**config.mk**
```make
export PLATFORM = sky130hd
export DESIGN_NAME = bcd_timekeeper
export DESIGN_NICKNAME = d
export VERILOG_FILES = /design/src/rtl/bcd_timekeeper.sv
export SDC_FILE = /design/constraint.sdc
export NUM_CORES = 1
export LEC_CHECK = 0
export ABC_AREA = 0
export CAP_MARGIN = 20
export CELL_PAD_IN_SITES_DETAIL_PLACEMENT = 1
export CELL_PAD_IN_SITES_GLOBAL_PLACEMENT = 2
export CORE_UTILIZATION = 36
export DETAILED_ROUTE_END_ITERATION = 16
export GPL_ROUTABILITY_DRIVEN = 0
export MAX_ROUTING_LAYER = met4
export PLACE_DENSITY_LB_ADDON = 0.1
export SETUP_SLACK_MARGIN = 0.3
export SLEW_MARGIN = 20
export SYNTH_ARGS = -nofsm -noshare
export SYNTH_HDL_FRONTEND = slang
export SYNTH_SLANG_ARGS = --single-unit
```
**constraint.sdc**
```tcl
create_clock -name clk_i -period 2.48 [get_ports clk_i]
set_input_delay 0.248 -clock clk_i [delete_from_list [all_inputs] [get_ports clk_i]]
set_output_delay 0.248 -clock clk_i [all_outputs]
set_load 0.01 [all_outputs]
```
**src/rtl/bcd_timekeeper.sv**
```systemverilog
// bcd_timekeeper
//   Six-digit BCD time-of-day counter (HH:MM:SS) for the 7-segment display path.
//   Contains a 1 Hz prescaler, a cascaded BCD seconds/minutes/hours counter and
//   a small set-mode FSM driven by two debounced push-button levels.
//
//   Build option: define CLOCK_12H_EN for a 12 hour clock (hours 12,01..11 with
//   a PM flag). Left undefined, the clock counts 00..23 and pm_o stays 0.
//
// Ports
//   clk_i   in   1  system clock
//   rst_i   in   1  asynchronous active-high reset
//   mode_i  in   1  debounced level, rising edge steps RUN -> SET_HR -> SET_MIN -> RUN
//   inc_i   in   1  debounced level, rising edge increments the field being set
//   bin0    out  4  seconds units
//   bin1    out  4  seconds tens
//   bin2    out  4  minutes units
//   bin3    out  4  minutes tens
//   bin4    out  4  hours units
//   bin5    out  4  hours tens
//   edit_o  out  2  00 RUN, 01 SET_HR, 10 SET_MIN
//   tick_o  out  1  one-cycle pulse on every 1 Hz increment while running
//   pm_o    out  1  PM flag (12 hour build only)

module bcd_timekeeper #(
  parameter int CLK_FREQ_HZ = 50_000_000
) (
  input  logic       clk_i,
  input  logic       rst_i,
  input  logic       mode_i,
  input  logic       inc_i,
  output logic [3:0] bin0,
  output logic [3:0] bin1,
  output logic [3:0] bin2,
  output logic [3:0] bin3,
  output logic [3:0] bin4,
  output logic [3:0] bin5,
  output logic [1:0] edit_o,
  output logic       tick_o,
  output logic       pm_o
);

  localparam int PW = (CLK_FREQ_HZ > 2) ? $clog2(CLK_FREQ_HZ) : 1;
  localparam logic [PW-1:0] TERM = PW'(CLK_FREQ_HZ - 1);

`ifdef CLOCK_12H_EN
  localparam logic [7:0] HR_RESET = 8'h12;
`else
  localparam logic [7:0] HR_RESET = 8'h00;
`endif

  typedef enum logic [1:0] {
    RUN     = 2'b00,
    SET_HR  = 2'b01,
    SET_MIN = 2'b10
  } state_t;

  state_t        state, state_n;
  logic [PW-1:0] presc, presc_n;
  logic [7:0]    sec, sec_n;
  logic [7:0]    min, min_n;
  logic [7:0]    hr, hr_n;
  logic          pm, pm_n;
  logic          tick, tick_n;
  logic          mode_prev, inc_prev;
  logic          mode_edge, inc_edge;
  logic [8:0]    hr_step;

  // Seconds and minutes share one BCD step: 59 wraps to 00, x9 carries into tens.
  function automatic logic [7:0] bcd_inc59(input logic [7:0] v);
    if (v == 8'h59)
      return 8'h00;
    else if (v[3:0] == 4'd9)
      return {v[7:4] + 4'd1, 4'd0};
    else
      return {v[7:4], v[3:0] + 4'd1};
  endfunction

  // Hour step returns {hours, pm}. In the 12 hour build the flag flips only on
  // 11 -> 12; in the 24 hour build it is passed through untouched (always 0).
  function automatic logic [8:0] hr_inc(input logic [7:0] h, input logic p);
`ifdef CLOCK_12H_EN
    if (h == 8'h12)
      return {8'h01, p};
    else if (h == 8'h11)
      return {8'h12, ~p};
`else
    if (h == 8'h23)
      return {8'h00, p};
`endif
    else if (h[3:0] == 4'd9)
      return {h[7:4] + 4'd1, 4'd0, p};
    else
      return {h[7:4], h[3:0] + 4'd1, p};
  endfunction

  // Rising edges are the current level against last cycle's level; the previous
  // registers reset to 0 so a button held through reset still counts once.
  assign mode_edge = mode_i & ~mode_prev;
  assign inc_edge  = inc_i & ~inc_prev;
  assign hr_step   = hr_inc(hr, pm);

  always_ff @(posedge clk_i or posedge rst_i) begin
    if (rst_i) begin
      mode_prev <= 1'b0;
      inc_prev  <= 1'b0;
    end else begin
      mode_prev <= mode_i;
      inc_prev  <= inc_i;
    end
  end

  always_ff @(posedge clk_i or posedge rst_i) begin
    if (rst_i)
      state <= RUN;
    else
      state <= state_n;
  end

  // Datapath registers; tick is registered so it lines up with the new seconds.
  always_ff @(posedge clk_i or posedge rst_i) begin
    if (rst_i) begin
      presc <= '0;
      sec   <= 8'h00;
      min   <= 8'h00;
      hr    <= HR_RESET;
      pm    <= 1'b0;
      tick  <= 1'b0;
    end else begin
      presc <= presc_n;
      sec   <= sec_n;
      min   <= min_n;
      hr    <= hr_n;
      pm    <= pm_n;
      tick  <= tick_n;
    end
  end

  // Next-state and next-time logic. A mode edge always takes priority, so an
  // inc edge (or a prescaler terminal count) in the same cycle is dropped.
  always_comb begin
    state_n = state;
    presc_n = presc;
    sec_n   = sec;
    min_n   = min;
    hr_n    = hr;
    pm_n    = pm;
    tick_n  = 1'b0;
    case (state)
      RUN: begin
        if (mode_edge) begin
          state_n = SET_HR;
          presc_n = '0;
        end else if (presc == TERM) begin
          presc_n = '0;
          tick_n  = 1'b1;
          sec_n   = bcd_inc59(sec);
          if (sec == 8'h59) begin
            min_n = bcd_inc59(min);
            if (min == 8'h59) begin
              hr_n = hr_step[8:1];
              pm_n = hr_step[0];
            end
          end
        end else begin
          presc_n = presc + PW'(1);
        end
      end
      SET_HR: begin
        if (mode_edge) begin
          state_n = SET_MIN;
        end else if (inc_edge) begin
          hr_n = hr_step[8:1];
          pm_n = hr_step[0];
        end
      end
      SET_MIN: begin
        if (mode_edge) begin
          state_n = RUN;
          sec_n   = 8'h00;
          presc_n = '0;
        end else if (inc_edge) begin
          min_n = bcd_inc59(min);
        end
      end
      default: begin
        state_n = RUN;
        presc_n = '0;
      end
    endcase
  end

  assign bin0   = sec[3:0];
  assign bin1   = sec[7:4];
  assign bin2   = min[3:0];
  assign bin3   = min[7:4];
  assign bin4   = hr[3:0];
  assign bin5   = hr[7:4];
  assign edit_o = state;
  assign tick_o = tick;
  assign pm_o   = pm;

endmodule

```
Word level (Yosys, flattened, before mapping)
Index checks and enable logic that the tools add are counted.
- flip-flop bits (word level): 56
- input bits: 4
- logic and storage cells: 93
- $add $sub $neg: 7
- equal/unequal tests: 21
- muxes and demuxes: 41
- bitwise gates (word level): 5
- reductions and logical operators: 9
- operator list (cell ; number):
    $mux 8 ; 18
    $mux 26 ; 3
    $pmux 26 s3 ; 1
    $pmux 8 s2 ; 3
    $add 26x1->26 const B ; 1
    $eq 26x26->1 const B ; 1
    $add 4x1->4 const B ; 6
    $ne 2x2->1 const B ; 11
    $mux 9 ; 2
    $eq 8x7->1 const B ; 2
    $eq 4x4->1 const B ; 3
    $mux 1 ; 9
    $eq 8x6->1 const B ; 1
    $reduce_and 7->1 ; 1
    $mux 2 ; 3
    $pmux 2 s3 ; 1
    $reduce_and 6->1 ; 1
    $reduce_and 5->1 ; 1
    $reduce_and 4->1 ; 1
    $reduce_bool 2->1 ; 2
    $ne 3x3->1 const B ; 1
    $not 1->1 ; 3
    $reduce_and 3->1 ; 1
    $and 1x1->1 ; 2
    5 further kinds ; 5

Depth between registers and ports, before layout
- word-level depth: 8
- depth in mapped cells: 8
- gate-level depth less buffers: 7

Worst setup path before layout
OpenSTA, ideal clock, no wires.
- kind: reg-to-reg
- start: register state[1] (netlist: edit_o[1])
- end: register min[4]
- library setup time: 0.128 ns
- arrival: 1.888 ns
- data required time: 2.352 ns
- path slack: 0.465 ns
- stages on the path, launching flop included: 6
- buffers on the path: 1
- cells stage by stage: dfrtp_1 > buf_2 > or4_4 > nor4_4 > o21ai_2 > mux2_1
- cells in the longest elaborated chain, start to end: 3
- elaborated cells on any way between the ends: 10
- those cells by class: eq/ne: 6; mux: 1; reduce/logical: 3
- RTL lines (item ; line ; text):
    from (decl) ; 57 ; state_t state, state_n;
    from (signal assigned) ; 116 ; state <= state_n;
    $eq 2x2->1 / $logic_not 2->1 (equally long branches) ; 148 ; case (state)
    $ne 2x2->1 (no line) / $reduce_bool 2->1 (equally long branches) ; - ;
    $reduce_and 6->1 (no line) ; - ;
    to (signal assigned) ; 131 ; min <= min_n;
    to (decl) ; 60 ; logic [7:0] min, min_n;
Parallel ways exist; a longest one is shown, timed or not.
A chain may end at the register's enable or synchronous reset.

Final worst setup path
- start: register state[0] (netlist: edit_o[0])
- end: register min[4]
The elaborated chain is that of the path after synthesis.

==> reports/metrics.cfg <==
[min_path]
hold_class = input pin to asynchronous set/reset pin

[layout]
fin_cells = 465
drive_gt1_frac = 0.125
nFillCells = 958
register_area_sq_mm = 0.00138
layout.nets = 376
diodes = 0
syn_to_final_growth_pct = 20.3
multiInputGateArea_sq_mm = 0.00164

[logic_synthesis]
yosysWarnings = 0
synth_fp_nets = 333
synth-main-ff-cell = dfrtp_1
ys_types = 56
netlist_instances = 316
synth_top_area_frac = 0.445
postSynth.asyncResetShare = 1.00
seq_area_frac_synth = 0.445
synth_area_leaders = dfrtp_1, ha_1, nor2_1
ys_seq_elements = 55
synth_top_area_cell = dfrtp_1
netlist_area_sq_mm = 0.00309
avgSynthCellArea_sq_um = 9.78
synth-edff-count = 0

[global_route]
grt-ovfl-total = 0
use_met3 = 0.0282
met2_usage = 0.310
grt_max_degree = 38
grt_pass1_wl_mm = 13.2
met1_usage = 0.258
grt_usage = 0.193
top_usage_layer = met2
grt_pass1_vias = 2647
antenna_found_initial = 0

[power]
power.total_uw = 2860
p_per_area_mw_per_mm2 = 769
worst_ir_drop_vdd_uv = 351
cellLeakagePower_uw = 0.00161

[sta]
slew_headroom = 0.663
maxSlewViolCount = 0
rsz0062_at_grt = false
clock-skew-final_ns = 0.0113
finalCritPeriodShare = 0.839
holdWs_ns = 0.269
worst_pin_slew_ns = 0.501
hold_viol = 0
fmax_mhz = 481
fin_tns_setup_ns = 0
worst_slack_ns = 0.399
setup_viol = 0
period_needed_ns = 2.08

[route]
drt_iter0_drc = 98
drc = 0
drt-total-wl_mm = 7.51
dr.pass1.iters = 4
postRouteAntennaNets = 0
vias = 2541
wl_per_cell_microns = 16.1
viasPerCell = 5.46

[setup_path]
worstPathMaxFanout = 9
worstSetupStartpointType = flop
critPathArrivalTime_ns = 2.28
worst-setup-path-type = flop to flop
crit_path_max_incr_delay_ns = 0.62
cp.required_ns = 2.67
crit_path_cell_trace = or4_4 > nor4_4 > buf_4 > o21ai_2 > mux2_1
worst_path_max_delay_cell = or4_4
end_kind = flop

[placement]
place_ws_ns = 0.0861
io_buffers = 30
dp_hpwl_mm = 5.44
dp.cells = 457

[floorplan]
die_h_microns = 94.7
core-area_sq_mm = 0.00826
initial_core_util = 0.374
dieArea_sq_mm = 0.00896
rows = 33
ios = 32
dieWidth_microns = 94.7

[outcome]
status = complete, no violations

[clock_network]
cts_setup_buffers = 0
cts_buffers = 5
clk_latency_ns = 0.31
cts_tree = done
path_clk_slew_ns = 0.10
holdBufCountCts = 0
cts_max_level = 2
cts_sinks = 55
clk_path_buf_depth = 2
clock-root-buffer = clkbuf_8

[flow_run]
max_cap_viol_count = 0

-- final timing paths --
path,start,to,slack (ns),cells past startpoint
min reg2reg,hr[7],hr[7],0.52,1
max in group asynchronous,rst_i,presc[1],1.63,3
min,rst_i,hr[6],0.27,2
max,edit_o[0],min[4],0.40,5
max reg2reg,edit_o[0],min[4],0.40,5
min in group clk_i,inc_i,inc_prev,0.41,1
-- area by class of cell --
class                      instances  area share
clock buffer                       7      0.0205
sequential                        55       0.370
multi-input combinational        236       0.441
clock inverter                     1     0.00135
tap                              105      0.0353
timing repair buffer              46       0.116
inverter                          15      0.0151
-- critical path, delay by kind of cell, from the launching register on --
kind	cells	cell delay (ns)
AND/OR/NAND/NOR	2	0.86
flip-flops	1	0.50
multiplexers	1	0.32
buffers and inverters	1	0.20
AO/OA/AOI/OAI	1	0.08
-- synthesized netlist by cell type, types with 2 or more instances --
cell,instances
nand2b_1,5
o31ai_1,3
clkbuf_1,4
nand4_1,11
buf_2,4
nand3_1,16
o211ai_1,2
ha_1,13
mux2i_1,2
mux2_1,6
nor4bb_1,2
nor3b_1,3
nor3_1,6
mux2_2,4
o21ai_1,3
and3_1,9
and3b_1,4
nand4b_1,4
nor2b_1,7
xnor2_1,6
and4_1,3
o2bb2ai_1,3
nor4b_1,2
o22ai_1,3
a21oi_1,11
o21ai_0,15
nor2_1,31
or3_1,8
dfrtp_1,55
nor4_1,3
nor4_4,2
xor2_1,11
nand2_1,16
a31oi_1,3
o21ai_2,2
inv_1,14
-- logic make-up after synthesis --
| family | share of synthesized area |
|---|---|
| adders and majority gates | 0.0526 |
| DFF | 0.445 |
| muxes | 0.0429 |
| xor gates and xnor gates | 0.0482 |
| other | 0.00121 |
| and+or+nand+nor | 0.264 |
| buffers and inverters | 0.0332 |
| AOI/OAI and AO/OA | 0.113 |
-- power by group --
part           internal, uW  leakage (uW)  switching [uW]  total [uW]
logic                   528      0.000840             541        1070
registers              1060      0.000729             239        1300
clock network           200     0.0000422             296         495
-- registers in the layout, indices dropped and copies added (netlist names) --
register	cells
presc	26
hr	8
min	8
sec	8
edit_o	2
inc_prev	1
mode_prev	1
tick_o	1
-- timing repair --
item | in CTS | in global routing
pin swaps | 0 | 0
endpoints found under the setup margin | 5 | 26
resized for setup | 1 | 6
-- cell usage in the layout, fill, tap and decap left out, drive strengths merged, types with 4 or more instances in the layout --
master and n:
nand3 16, xnor2 6, xor2 11, nand2b 5, nand4 12, nand4b 4, a21oi 11, o21ai 20
nor2 32, nor4 5, dfrtp 55, and3 9, or3 8, nand2 16, mux2 10, inv 15
and3b 4, nor3 7, nor2b 7, clkdlybuf4s50 30, clkbuf 7, buf 16, ha 13
-- routing by layer --
| metal | wire [microns] | vias up |
|---|---|---|
| met1 | 3720 | 1275 |
| met5 | 0 | - |
| met3 | 153 | 9 |
| li1 | - | 1231 |
| met4 | 71 | 0 |
| met2 | 3560 | 26 |
-- through the flow --
| step | cell area (sq um) | utilization |
|---|---|---|
| 6_report | 3720 | 0.450 |
| 5_1_grt | 3720 | 0.450 |
| 4_1_cts | 3700 | 0.448 |
| 3_5_place_dp | 3610 | 0.437 |
| 3_3_place_gp | 3610 | 0.437 |
| 2_1_floorplan | 3090 | - |
No activity file was read; power rests on OpenSTA's default activity.
